File: config.mk
export PLATFORM = sky130hd
export DESIGN_NAME = matrix_col_readout
export DESIGN_NICKNAME = d
export VERILOG_FILES = /design/src/rtl/matrix_col_readout.sv
export SDC_FILE = /design/constraint.sdc
export NUM_CORES = 1
export LEC_CHECK = 0
export BUFFER_PORTS_ARGS = -buffer_cell sky130_fd_sc_hd__buf_2
export CORE_AREA = 3 3 557 559
export CTS_BUF_LIST = sky130_fd_sc_hd__clkbuf_16
export DETAILED_ROUTE_END_ITERATION = 10
export DIE_AREA = 0 0 560 562
export GPL_ROUTABILITY_DRIVEN = 0
export PLACE_DENSITY = 0.3
export SYNTH_ARGS = -nofsm -noshare
export SYNTH_HDL_FRONTEND = slang
export SYNTH_SLANG_ARGS = --single-unit
File: constraint.sdc
create_clock -name clk -period 5.21 [get_ports clk]
set_input_delay 1.042 -clock clk [delete_from_list [all_inputs] [get_ports clk]]
set_output_delay 1.042 -clock clk [all_outputs]
set_load 0.05 [all_outputs]
File: src/rtl/matrix_col_readout.sv
// matrix_col_readout: freezes the pixel matrix on any enabled token, drains columns lowest-index first
// and streams {col, pixel word} to the serialiser over valid/ready.
module matrix_col_readout #(
  parameter int N_COL      = 56,
  parameter int DATA_W     = 21,
  parameter int COL_W      = 6,
  parameter int FRZ_SETTLE = 2,
  parameter int READ_PULSE = 2,
  parameter int TOK_SETTLE = 2
) (
  input  logic                     clk,
  input  logic                     rst_n,
  input  logic                     en,
  input  logic [N_COL-1:0]         col_en,
  input  logic [N_COL-1:0]         ntok,
  input  logic [N_COL*DATA_W-1:0]  data,
  output logic [N_COL-1:0]         freeze,
  output logic [N_COL-1:0]         read,
  output logic [COL_W+DATA_W-1:0]  out_data,
  output logic                     out_valid,
  input  logic                     out_ready,
  output logic                     busy,
  output logic [15:0]              hit_cnt
);
  typedef enum logic [2:0] {IDLE, FRZ, SCAN, RD, SETL, PUSH, UNFRZ} state_t;
  state_t state, state_n;
  logic [7:0] cnt;
  logic [COL_W-1:0] col, low;
  logic [DATA_W-1:0] word;
  logic [N_COL-1:0] tok;
  logic any_tok;
  assign tok = ~ntok & col_en;
  assign any_tok = |tok;
  always_comb begin
    low = '0;
    for (int i = N_COL - 1; i >= 0; i--)
      if (tok[i]) low = COL_W'(i);
  end
  always_comb begin
    state_n = state;
    case (state)
      IDLE:  state_n = (en && any_tok) ? FRZ : IDLE;
      FRZ:   state_n = (cnt == 8'(FRZ_SETTLE - 1)) ? SCAN : FRZ;
      SCAN:  state_n = (en && any_tok) ? RD : UNFRZ;
      RD:    state_n = (cnt == 8'(READ_PULSE - 1)) ? SETL : RD;
      SETL:  state_n = (cnt == 8'(TOK_SETTLE - 1)) ? PUSH : SETL;
      PUSH:  state_n = out_ready ? SCAN : PUSH;
      UNFRZ: state_n = IDLE;
      default: state_n = IDLE;
    endcase
  end
  always_ff @(posedge clk or negedge rst_n) begin
    if (!rst_n) begin
      state     <= IDLE;
      cnt       <= '0;
      col       <= '0;
      word      <= '0;
      out_data  <= '0;
      out_valid <= 1'b0;
      hit_cnt   <= '0;
    end else begin
      state <= state_n;
      cnt   <= (state_n != state) ? 8'd0 : cnt + 8'd1;
      if (state == IDLE && state_n == FRZ) hit_cnt <= '0;
      if (state == SCAN && state_n == RD) col <= low;
      if (state == RD && state_n == SETL) word <= data[col*DATA_W +: DATA_W];
      if (state == SETL && state_n == PUSH) begin
        out_data  <= {col, word};
        out_valid <= 1'b1;
      end
      if (state == PUSH && out_ready) begin
        out_valid <= 1'b0;
        hit_cnt   <= (&hit_cnt) ? hit_cnt : hit_cnt + 16'd1;
      end
    end
  end
  // Strobes decode straight from state so an async reset drops them at once.
  assign freeze = {N_COL{state != IDLE && state != UNFRZ}};
  assign read   = (state == RD) ? (N_COL'(1) << col) : '0;
  assign busy   = state != IDLE;
endmodule

Word-level counts from Yosys, hierarchy flattened:

Cells that the tools add are included.

* bits in registers: 82
* latch bits: 0
* memory bits (writable): 0
* memory bits (read-only): 0
* output and inout port bits: 157
* memories kept: 0

* add/sub/neg operators: 2
* $mul: 1
* divide/modulo/power cells: 0
* order comparisons: 0
* equal/unequal tests: 13
* shifts and indexed selects: 2
* multiplexer cells: 70
* bitwise operators: 2
* reduce and logical (&&, ||, !) cells: 14

Operators by type and width (count)
* indexed part select 1176 x 12 -> 21 bit: 1
* 2-to-1 mux 6 bit: 56
* AND 56 bit: 1
* 2-to-1 mux 56 bit: 1
* inverter 56 bit: 1
* OR reduction 56 bit: 1
* << shifter 1 x 6 -> 56 bit, first input constant: 1
* 2-to-1 mux 16 bit: 3
* one-hot mux 3 bit (6 select lines): 1
* adder 16 x 1 -> 16 bit, second input constant: 1
* AND reduction 16 bit: 1
* == test 3 bit, second input constant: 4
* multiplier 6 x 5 -> 11 bit, second input constant: 1
* == test 3 x 2 -> 1 bit, second input constant: 3
* 2-to-1 mux 3 bit: 3
* adder 8 x 1 -> 8 bit, second input constant: 1
* == test 8 x 1 -> 1 bit, second input constant: 1
* 2-to-1 mux 8 bit: 1
* logical AND 1 bit: 7
* == test 3 x 1 -> 1 bit, second input constant: 2
* 2-to-1 mux 1 bit: 4
* nonzero test 2 bit: 2
* zero test 3 bit: 1
* != test 3 bit: 1
* other kinds (5): 5

Logic depth before layout (Yosys ltp):

Gate-level depths: netlist of the first run.

* word-level depth: 58
* mapped depth: 11
* depth with buffers taken out: 8

Worst setup path after synthesis of the first run:

No wires, ideal clock.

* path type: reg2out
* start: register col[0]
* end: output read[17]
* arrival time: 2935 ps
* path slack: 1233 ps
* cell stages (with the launch flop): 9
* path buffers: 6
* path through: dfrtp_1 > buf_2 > buf_2 > buf_2 > buf_2 > clkbuf_1 > or3b_2 > clkbuf_1 > nor2_1

* longest elaborated chain between the ends: 2

RTL lines
* from (decl): line 28 `logic [COL_W-1:0] col, low;`
* from (signal assigned): line 65 `if (state == SCAN && state_n == RD) col <= low;`
* << shifter 1 x 6 -> 56 bit: line 79 `assign read = (state == RD) ? (N_COL'(1) << col) : '0;`
* 2-to-1 mux 56 bit: line 79
* to (decl): line 18 `output logic [N_COL-1:0] read,`

Every way passes these cells.

Worst setup path after layout of the first run:

* start: register col[3]
* end: output read[6]

Same word-level chain as after synthesis.

==> summary by stage, run 1 <==
Power
The proportion of power drawn by flip-flops and latches is between 10% and 20%. Power spread over the standard cell area amounts to about 440 nW/um^2. The proportion of power drawn by the clock network is between 6 and 7%. The switching power is 7.03 mW. The cell-internal power is 4.79 mW. Net switching is just under 60% of the power. The worst-case IR drop observed on VDD is around 200 uV. The relative contribution of combinational cells to total power is slightly above 80%.

The cell leakage power is between 10 and 15 nW.

Setup path
The arrival time of data at the critical path endpoint is between 3 and 4 ns. The endpoint of the worst-slack reg-to-reg timing path is word[19]$_DFFE_PN0P_. The path depth of the worst reg2reg path is 5. For the worst setup path, the data required time is about 4.2 ns. The critical path class is register to primary output. The element type at the critical path end is a primary output.

The worst setup path is launched from a register. Across all register-to-register paths, the minimum setup slack is 1.10 ns. The maximum fanout along the worst path is 20. The origin of the critical flop-to-flop path is col[1]$_DFFE_PN0P_.

Logic synthesis
The synthesized netlist occupies a cell area of around 15,000 sq um. The number of different library cells used by synthesis comes to 63. Of the total synthesized cell area, the portion taken by XOR and XNOR cells is less than 1%. Synthesis inferred slightly above 80 register bits.

Yosys attributes the largest share of cell area to sky130_fd_sc_hd__mux4_2, sky130_fd_sc_hd__dfrtp_1, sky130_fd_sc_hd__mux2i_1. The share of synthesized area in the top cell type comes to 51.5%. The synthesized netlist devotes approximately 7.8% of its cell area to compound gates. The multiplexer share of the synthesized area is between 50% and 60%. After synthesis, flip-flops and latches occupy 14.1% of the total area. The async set-or-reset flop fraction in the synthesized netlist is 100%. After synthesis, the largest family of logic cells by area is multiplexers. The number of warnings printed during yosys synthesis is 0.

The synthesized netlist devotes between 10 and 15% of its cell area to simple gates. The number of standard cells after synthesis is approximately 1,200. The share of synthesized cell area in full adder, half adder and majority cells is 0.259%. For this run, the leading register cell type out of synthesis is sky130_fd_sc_hd__dfrtp_1. The number of enable flip-flop cells after synthesis is 0.

Synthesis produced a netlist with a net count of about 2,500. The cell taking the most area after synthesis is sky130_fd_sc_hd__mux4_2. The average footprint of a synthesized cell is between 10 and 15 sq um.

Clock network
Once the clock tree was built, the resizer swapped 0 gates to a different size. The H-tree depth is 3. The number of buffers added for setup after CTS is 0. The number of buffers inserted during clock tree synthesis is 9. The clock passes through at most 2 buffers. The clock-pin slew of the registers on the worst-case setup and hold paths is roughly 0.10 ns.

The clock root buffer is sky130_fd_sc_hd__clkbuf_16. Clock latency on the worst-skew pair, taken at its later pin, is ~0.44 ns. The TritonCTS clock tree is built.

The quantity of hold-fixing buffers added after cts is 0. The clock sink total is 82.

Finish
The multi-input combinational cell area is about 12,000 sq um. The number of nets in the layout is 3,877. The layout-stage area growth over the synthesis result is 86.6%. The register area is roughly 2100 sq um. The fill cell instance count of the final layout is 35,837. The share of final-layout standard cells stronger than drive strength 1 is 73.6%.

The post-route core utilization is 8.87%.

STA
In the post-route analysis, the smallest setup slack over all paths is between 0.9 and 1 ns. In the finished design, the share of the clock period the worst path needs comes to about 80%. The total count of max-transition violations in the final report is 0. Setup repair after global routing left no endpoint under its margin. Measured against its own limit, the worst slew margin works out to 11.5%.

For this run, the top clock speed supported by timing is between 0.2 and 0.25 GHz. The final count of hold timing violations is 0. The post-layout minimum cycle time is 4.30 ns. The total setup violations reported at the end of the flow is 0.

The summed negative setup slack over all endpoints is 0 ns. At the pin with the least slew margin, the transition time is 1.33 ns. The setup skew after layout is around 0.031 ns.

Detailed routing
The number of iterations in the first detailed-routing pass is 8. Summed over all layers, the routed wires come to approximately 200,000 um. For this block, the via count after detailed routing is a little under 20,000. Dividing the detail-routed via count by the number of cells gives ~2.9. The post-route DRC violation count is 0. The violation count after the first detailed-route iteration is between 1,000 and 1,500. In this run the remaining antenna-violating nets after routing total 0.

In the final routed layout, each cell accounts on average for around 30 um.

Placement
The quantity of I/O buffers inserted on ports is 1,448. Summed over all nets, the half-perimeter wirelength after detailed placement is ~190,000 um. The worst setup slack before clock tree synthesis is between 1 and 1.5 ns.

Global routing
The initial antenna violation count is 280. The number of global-route vias before repair was ~20,000. The total overflow reported by the global router is 0. The pin count of the biggest net entering global routing is 61. The wire length of the first global-routing pass is about 240,000 um. For this run, the total global-route usage over all layers was measured as around an eighth.

Floorplanning
In this run the vertical extent of the chip is around 560 um. The initial standard-cell utilization of the core is around 4.8%. The core region is ~310,000 sq um. The floorplan step defined a die boundary enclosing roughly 310,000 sq um.

The number of rows in the core area is roughly 200. The number of I/O pins is 1,449. The die width is 560 um.

Job
The max capacitance violation total is 0.

Min path
The worst min-delay path category is register to register. In this run the most critical hold path is launched from word[19]$_DFFE_PN0P_. The path with the worst hold slack has its endpoint at word[19]$_DFFE_PN0P_. The number of instances on the worst hold path is 2.

Run status
The run finished with clean final reports.
## cells by family (layout without fill, tap and decap cells)
kind of cell | count (synthesis) | count (layout)
AOI/OAI and AO/OA | 181 | 181
xor gates and xnor gates | 15 | 15
adders and majority gates | 3 | 3
buffers and inverters | 181 | 1526
DFF | 82 | 82
muxes | 426 | 426
other | 0 | 84
and+or+nand+nor | 354 | 354
## metal layers
layer,track usage [%],vias up,routed length [um],part of all wire [%]
met5,0,-,912,0.45
met1,14.8,9651,81000,40
met2,19.6,1526,90500,45
met3,5.07,447,21700,11
li1,-,7844,-,-
met4,4.10,140,8280,4.1
## cell usage after synthesis (11+ instances only)
cell type,n
sky130_fd_sc_hd__mux4_2,332
sky130_fd_sc_hd__o22ai_1,26
sky130_fd_sc_hd__dfrtp_1,82
sky130_fd_sc_hd__mux2_2,32
sky130_fd_sc_hd__a31oi_1,11
sky130_fd_sc_hd__nor2b_1,42
sky130_fd_sc_hd__a21oi_1,30
sky130_fd_sc_hd__o21ai_0,58
sky130_fd_sc_hd__buf_4,55
sky130_fd_sc_hd__buf_1,22
sky130_fd_sc_hd__clkbuf_1,65
sky130_fd_sc_hd__buf_2,28
sky130_fd_sc_hd__nand3_1,15
sky130_fd_sc_hd__nor2_1,111
sky130_fd_sc_hd__nand4_1,13
sky130_fd_sc_hd__nand2_1,74
sky130_fd_sc_hd__nor3_1,11
sky130_fd_sc_hd__nand2b_1,39
sky130_fd_sc_hd__mux2i_1,62
## placed cells by master, fill, tap and decap left out, drive strengths merged, types with 7 or more instances in the layout
master  instances
clkbuf          9
mux4          332
nand2b         39
nor3           11
nor2b          43
and3            7
o21a            9
or2             7
mux2i          62
o22ai          26
a31oi          11
xor2            9
mux2           32
o21ai          58
nand3          15
a211oi          7
nand4          13
nand3b          7
nor2          111
nand2          74
inv            14
diode          84
buf          1501
dfrtp          82
a21oi          30
## flip-flops by register name, summed over array words and instances (netlist names)
register	cells
word	21
out_data	27
col	6
hit_cnt	16
out_valid	1
state	3
cnt	8
## power by group through the flow
stage / Clock, mW / Sequential (mW) / Combinational [mW]
2_1_floorplan: 0 / 1.26 / 5.72
3_3_place_gp: 0 / 1.28 / 10.2
3_5_place_dp: 0 / 1.28 / 10.2
4_1_cts: 0.844 / 1.27 / 10.2
5_1_grt: 0.848 / 1.29 / 10.4
6_report: 0.785 / 1.24 / 9.80
## how the worst max path moves through the flow
stage / from / to / slack [ns] / depth (start not counted)
detailed placement: ntok[0] / col[1]$_DFFE_PN0P_ / 1.18 / 8
finish: col[3]$_DFFE_PN0P_ / read[6] / 0.91 / 4
floorplan: col[0]$_DFFE_PN0P_ / read[17] / 1.23 / 8
CTS: col[3]$_DFFE_PN0P_ / read[36] / 0.90 / 4
global route: col[3]$_DFFE_PN0P_ / read[36] / 0.83 / 4
global placement: ntok[0] / col[1]$_DFFE_PN0P_ / 1.18 / 8
## worst max-delay path, stage by stage (launching register included)
cell                      delay (ns)
sky130_fd_sc_hd__dfrtp_4        0.69
sky130_fd_sc_hd__nor2_1         1.00
sky130_fd_sc_hd__nand2_1        0.54
sky130_fd_sc_hd__nor2_1         0.25
sky130_fd_sc_hd__buf_2          0.30
## stage by stage
step | cells | power [mW] | hold WS [ns] | cell area (sq um)
2_1_floorplan | 1242 | 6.97 | 0.443 | 14500
3_3_place_gp | 6671 | 11.5 | 0.472 | 26600
3_5_place_dp | 6671 | 11.5 | 0.472 | 26600
4_1_cts | 6687 | 12.3 | 0.495 | 26900
5_1_grt | 6737 | 12.6 | 0.517 | 27000
6_report | 6771 | 11.8 | 0.487 | 27100
## area by class of cell
| type | count | area share [%] |
|---|---|---|
| Clock inverter | 7 | 0.282 |
| Tap cell | 4100 | 18.9 |
| Sequential cell | 82 | 7.66 |
| Timing Repair Buffer | 1501 | 28.7 |
| Multi-Input combinational cell | 979 | 42.6 |
| Inverter | 9 | 0.143 |
| Clock buffer | 9 | 0.831 |
| Antenna cell | 84 | 0.776 |
No activity file was read; power rests on OpenSTA's default activity.
==> inputs of run 2 (changes only) <==
Settings changed: CORE_AREA 3 3 557 559 to 3 3 569 571, DIE_AREA 0 0 560 562 to 0 0 572 574.
Clock period 5.21 ns to 3.52 ns, I/O delays scaled along.
==> summary by stage, run 2 (same netlist as run 1, synthesis figures left out) <==
Global routing
The pin count of the biggest net entering global routing came to 57 (-6.6%). The initial antenna violation count is 247 (-12%). The total track usage was 11.7% (-0.53 points).

The number of global-route vias before repair was 20,269 (+2.4%). The wire length of the first global-routing pass is 243,000 um (-0.39%). The total overflow reported by the global router is 0 (unchanged).

Detailed routing
The via count of the routed design came to 19,810 (+1.0%). The post-route DRC violation count was 0 (unchanged). The remaining number of nets flagged by the antenna check after routing is 0 (unchanged). The violation count after the first detailed-route iteration is 1,228 (-16%). The number of iterations in the first detailed-routing pass is 5 (-3).

The total length of routed wires is 203,000 um (+0.26%). The average via count per standard cell came to 2.85 (-1.6%). The average wire per standard cell is 29.2 um (-2.3%).

Placement
The half-perimeter wire length of the detailed placement result was 189,000 um (+1.2%). The worst setup slack before clock tree synthesis came to -0.111 ns (-1.29 ns). The placed cell area is 27,300 sq um (+2.8%). The quantity of I/O buffers inserted on ports is 1,448 (unchanged).

STA
The transition time at the pin with the least slew margin is 0.865 ns (-0.462 ns). The total count of max-transition violations in the final report is 0 (unchanged). The final count of hold timing violations is 0 (unchanged). Static timing analysis puts the maximum clock frequency at 0.291 GHz. The total setup violations reported at the end of the flow is 0 (unchanged). The setup skew after layout is 0.0284 ns (-0.00302 ns). The max-slew headroom at the worst pin is 40.8% (+29 points).

The final critical-path share of the clock period is between 90 and 100%. The worst setup slack after layout is 0.0781 ns (-0.835 ns). Setup repair after global routing left no endpoint under its margin. Counting I/O delays and the setup requirement, the final critical path takes around 3.4 ns. The worst hold slack after final layout is 0.220 ns (-0.268 ns).

Run status
The run finished with clean final reports.

Setup path
The element type at the critical path end is a primary output. The maximum fanout along the worst path came to 15 (-25%). The path depth of the worst reg2reg path came to 7 (+2). The worst setup path is launched from a register. The critical path class is register to primary output. The arrival time of data at the critical path endpoint came to 2.74 ns (-0.51 ns). The critical path required time came to 2.82 ns (-1.35 ns).

The register-to-register setup slack came to 0.32 ns (-0.78 ns).

Finish
The number of nets in the layout is 3,967 (+2.3%). The flip-flop count of the largest register, all copies and words added came to 27 (unchanged). Compared with the post-synthesis result, the final layout area differs by 92.3%.

The most common cell after layout, fill and taps aside is sky130_fd_sc_hd__buf_2. In the layout the commonest cells are sky130_fd_sc_hd__buf_2, sky130_fd_sc_hd__mux4_2, sky130_fd_sc_hd__buf_4. The register with the most flip-flops in the final layout is out_data. The area of all placed cells without fillers was 27,900 sq um (+3.1%). The largest registers in the layout are out_data (27), word (21), hit_cnt (16). The fill cell instance count of the final layout is 37,215 (+3.8%). The share of final-layout standard cells stronger than drive strength 1 was 74.5% (+0.89 points).

Power
The worst voltage drop across the vdd grid is 487 uV (+140%). The power per cell area is 653 nW/um^2 (+50%). The cell leakage power is 11.1 nW (+4.2%).

Job
The max capacitance violation total is 0 (unchanged).

Clock network
The insertion delay of the later-clocked pin in the worst-skew pair is 0.43 ns (about the same). The H-tree depth came to 3 (unchanged). The quantity of hold-fixing buffers added after cts is 0 (unchanged). The clock-pin slew of the registers on the worst-case setup and hold paths is 0.10 ns (about the same). The maximum number of buffers from clock root to sink is 2 (unchanged). The clock root buffer is sky130_fd_sc_hd__clkbuf_16. The TritonCTS clock tree is built. The clock sink total is 82 (unchanged).

The number of buffers inserted during clock tree synthesis is 9 (unchanged).

Floorplanning
The standard cell core area came to 318,000 sq um (+4.2%). The number of rows in the core area is 207 (+2.0%). The overall die height is 574 um (+2.1%). The total die area is 328,000 sq um (+4.3%). The initial standard-cell utilization of the core is 4.56% (-0.19 points).

The die width is 572 um (+2.1%). The number of I/O pins is 1,449 (unchanged).

Min path
The path class of the tightest hold or removal check is primary input to asynchronous set/reset pin.
run 2: timing repair:
item | in CTS | in global routing
pin swaps | 0 | 0
buffers inserted | 6 | 1
resized for setup | 1 | 0
setup endpoints to repair | 21 | 1
endpoints found under the hold margin | 0 | 0
run 2: final cells by class:
type / count / area [sq um] / share of cell area (%)
Inverter: 9 / 38.8 / 0.139
Timing Repair Buffer: 1591 / 8520 / 30.5
Clock buffer: 9 / 225 / 0.807
Clock inverter: 7 / 51.3 / 0.184
Antenna cell: 92 / 230 / 0.824
Sequential cell: 82 / 2070 / 7.42
Tap cell: 4180 / 5230 / 18.7
Multi-Input combinational cell: 979 / 11600 / 41.4
run 2: critical path: stages (launching register included):
cell and delay, ns:
sky130_fd_sc_hd__dfrtp_2 0.66, sky130_fd_sc_hd__inv_6 0.25, sky130_fd_sc_hd__nor2_2 0.48, sky130_fd_sc_hd__nand2_1 0.38, sky130_fd_sc_hd__nor2_1 0.22, sky130_fd_sc_hd__buf_2 0.29
run 2: metal layers:
metal	part of all wire, %	global-route usage [%]	up-vias
met5	0.34	0	-
met4	4.0	3.79	108
met3	10	4.64	422
met2	47	19.9	1469
met1	39	13.3	9771
li1	-	-	8040
run 2: power by group:
group	total, mW	internal, mW	switching, mW
registers	1.71	1.26	0.452
clock network	1.03	0.484	0.546
logic	15.5	5.92	9.56
run 2: worst paths after layout:
path                                      start                       end
min reg2reg                word[10]$_DFFE_PN0P_      word[10]$_DFFE_PN0P_
max in group asynchronous                 rst_n  out_data[22]$_DFFE_PN0P_
min in group clk           word[10]$_DFFE_PN0P_      word[10]$_DFFE_PN0P_
max reg2reg                  col[0]$_DFFE_PN0P_       word[4]$_DFFE_PN0P_
max                          col[4]$_DFFE_PN0P_                  read[52]
min                                       rst_n        state[1]$_DFF_PN0_
run 2: per-stage QoR:
step / total power, mW / utilization [%] / setup TNS (ns) / instances
after floorplan: 10.3 / - / -0.817 / 1242
after global placement: 17.9 / 8.59 / -0.364 / 6834
after detailed placement: 17.9 / 8.59 / -0.383 / 6834
after CTS: 19.1 / 8.69 / 0 / 6856
after global routing: 19.5 / 8.74 / 0 / 6909
final: 18.2 / 8.77 / 0 / 6949
==> inputs of run 3 (changes only) <==
Settings changed: PLACE_DENSITY 0.3 to 0.32.
==> summary by stage, run 3 (same netlist as run 1, synthesis figures left out) <==
Run status
The flow ran to the end, and the final reports show no timing, DRC or antenna violations.

Job
The max capacitance violation total is 0 (unchanged).

Power
The cell-internal power is 7.62 mW (-0.65%). The proportion of total power due to net switching is 58.2% (+0.27 points). The proportion of power drawn by the clock network came to 6.2% (+0.5 points). The power per cell area came to 652 nW/um^2 (about the same). The switching power is 10.6 mW (+0.44%). The relative contribution of combinational cells to total power was 84.7% (-0.3 points). The worst voltage drop across the vdd grid is 487 uV (about the same). The overall power is 18.2 mW (about the same).

The cell leakage power is 11.1 nW (-0.20%). The proportion of power drawn by flip-flops and latches was 9.2% (-0.2 points).

STA
The max-slew headroom at the worst pin is 32.4% (-8.4 points). Setup repair after global routing left no endpoint under its margin. The maximum achievable frequency is 0.301 GHz (+3.6%). The final critical-path share of the clock period is 94.4% (-3.4 points). The setup skew after layout was 0.0377 ns (+0.00930 ns). The total count of max-transition violations in the final report is 0 (unchanged).

The final count of hold timing violations came to 0 (unchanged). The worst hold slack after final layout is 0.149 ns (-0.0711 ns). The post-layout minimum cycle time is 3.32 ns (-0.120 ns). The transition time at the pin with the least slew margin came to 1.01 ns (+0.148 ns). The total setup violations reported at the end of the flow is 0 (unchanged).

Detailed routing
The average via count per standard cell is 2.83 (-0.69%). The total length of routed wires is 196,000 um (-3.3%). The average wire per standard cell is 28.3 um (-3.2%). The post-route DRC violation count is 0 (unchanged).

The via count of the routed design came to 19,650 (-0.81%). The violation count after the first detailed-route iteration was 1,160 (-5.5%). The remaining number of nets flagged by the antenna check after routing was 0 (unchanged). The number of iterations in the first detailed-routing pass is 5 (unchanged).

Global routing
The total overflow reported by the global router is 0 (unchanged). The number of global-route vias before repair came to 20,177 (-0.45%). The pin count of the biggest net entering global routing is 57 (unchanged). The initial antenna violation count is 230 (-6.9%). The wire length of the first global-routing pass came to 235,000 um (-3.0%).

The total track usage is 11.3% (-0.40 points).

Clock network
The clock sink total is 82 (unchanged). The number of buffers inserted during clock tree synthesis is 9 (unchanged). The clock root buffer is sky130_fd_sc_hd__clkbuf_16. The insertion delay of the later-clocked pin in the worst-skew pair is 0.44 ns (about the same). The clock-pin slew of the registers on the worst-case setup and hold paths is 0.12 ns (+0.02 ns). The quantity of hold-fixing buffers added after cts came to 0 (unchanged). The TritonCTS clock tree is built. The maximum number of buffers from clock root to sink is 2 (unchanged). The H-tree depth is 3 (unchanged).

Setup path
The element type at the critical path end is a primary output. The maximum fanout along the worst path is 23 (+8). The critical path class is register to primary output.

The critical path required time was 2.82 ns (about the same). The arrival time of data at the critical path endpoint is 2.62 ns (-0.12 ns). The critical path launch point type is a register.

Placement
The placed cell area is 27,400 sq um (about the same). The quantity of I/O buffers inserted on ports is 1,448 (unchanged). The half-perimeter wire length of the detailed placement result came to 182,000 um (-4.0%). The number of cells after detailed placement came to 6,829 (-0.073%).

Floorplanning
The number of I/O pins is 1,449 (unchanged). The standard cell core area is 318,000 sq um (unchanged). The die width is 572 um (unchanged). The number of rows in the core area is 207 (unchanged).

The overall die height was 574 um (unchanged). The initial standard-cell utilization of the core is 4.56% (unchanged). The total die area came to 328,000 sq um (unchanged).

Finish
The flip-flop count of the largest register, all copies and words added is 27 (unchanged). The layout-stage area growth over the synthesis result came to 92.5% (about the same). The largest registers in the layout are out_data (27), word (21), hit_cnt (16).

The most common cell after layout, fill and taps aside is sky130_fd_sc_hd__buf_2. The fill cell instance count of the final layout came to 37,236 (+0.056%). The share of final-layout standard cells stronger than drive strength 1 came to 74.5% (about the same). The post-route core utilization was 8.78% (about the same). Leaving out fill and tap cells, the most frequent cells in the layout are sky130_fd_sc_hd__buf_2, sky130_fd_sc_hd__mux4_2, sky130_fd_sc_hd__buf_4. The area of all placed cells without fillers is 27,900 sq um (about the same).

The register with the most flip-flops in the final layout is out_data. The count of placed standard cells in the final layout, fillers left out came to 6,941 (-0.12%). The number of nets in the layout is 3,960 (-0.18%).

Min path
The worst min-delay path category is primary input to asynchronous set/reset pin.
==> run 3: changes by cell type in the layout (fill, tap and decap cells not counted), sizes merged <==
cell | before | now
diode | 92 | 91
clkinvlp | 1 | 3
clkinv | 2 | 0
buf | 1591 | 1584
==> run 3: metal layers <==
layer / vias to the layer above / GRT usage, % / part of all wire, %
met2: 1432 / 19.1 / 47
li1: 8017 / - / -
met4: 86 / 4.12 / 4.1
met5: - / 0 / 0.30
met1: 9750 / 13.3 / 39
met3: 365 / 3.67 / 9.2
==> run 3: cell type report <==
cell class,count,area [sq um],share of cell area (%)
diodes,91,228,0.815
clock buffers,9,225,0.806
clock inverters,7,67.6,0.242
inverters,9,38.8,0.139
multi-input cells,979,11600,41.3
flip-flops and latches,82,2070,7.42
well taps,4180,5230,18.7
repair buffers,1584,8530,30.5
==> run 3: power by group through the flow <==
stage                     Sequential, mW  Combinational [mW]  Clock (mW)
after detailed placement            1.77                16.2           0
final                               1.67                15.4        1.13
after global routing                1.73                16.7        1.21
after floorplan                     1.86                8.46           0
after global placement              1.77                16.1           0
after CTS                           1.69                16.3        1.22
==> run 3: final timing paths <==
path | start | end | slack [ns] | depth (start not counted)
max reg2reg | col[1]$_DFFE_PN0P_ | word[13]$_DFFE_PN0P_ | 0.29 | 9
min | rst_n | cnt[5]$_DFF_PN0_ | 0.15 | 1
max in group asynchronous | rst_n | out_data[3]$_DFFE_PN0P_ | 2.65 | 2
min in group clk | word[19]$_DFFE_PN0P_ | word[19]$_DFFE_PN0P_ | 0.50 | 2
min reg2reg | word[19]$_DFFE_PN0P_ | word[19]$_DFFE_PN0P_ | 0.50 | 2
max | col[1]$_DFFE_PN0P_ | read[1] | 0.20 | 5
==> run 3: critical path: stages, from the launching register on <==
cell and delay [ns]:
sky130_fd_sc_hd__dfrtp_4 0.70, sky130_fd_sc_hd__buf_12 0.25, sky130_fd_sc_hd__buf_4 0.19, sky130_fd_sc_hd__or3b_2 0.55, sky130_fd_sc_hd__nor2_1 0.15, sky130_fd_sc_hd__buf_2 0.28
==> run 3: through the flow <==
step           setup TNS (ns)  worst slack, ns
3_3_place_gp           -0.164           -0.117
5_1_grt                     0           0.0791
4_1_cts                     0            0.147
6_report                    0            0.198
2_1_floorplan          -0.817           -0.119
3_5_place_dp           -0.251           -0.169
==> run 3: repair_timing <==
| item | CTS | global route |
|---|---|---|
| resized for setup | 0 | 0 |
| buffers inserted | 5 | 0 |
| setup endpoints to repair | 1 | 0 |
| hold endpoints to repair | 0 | 0 |
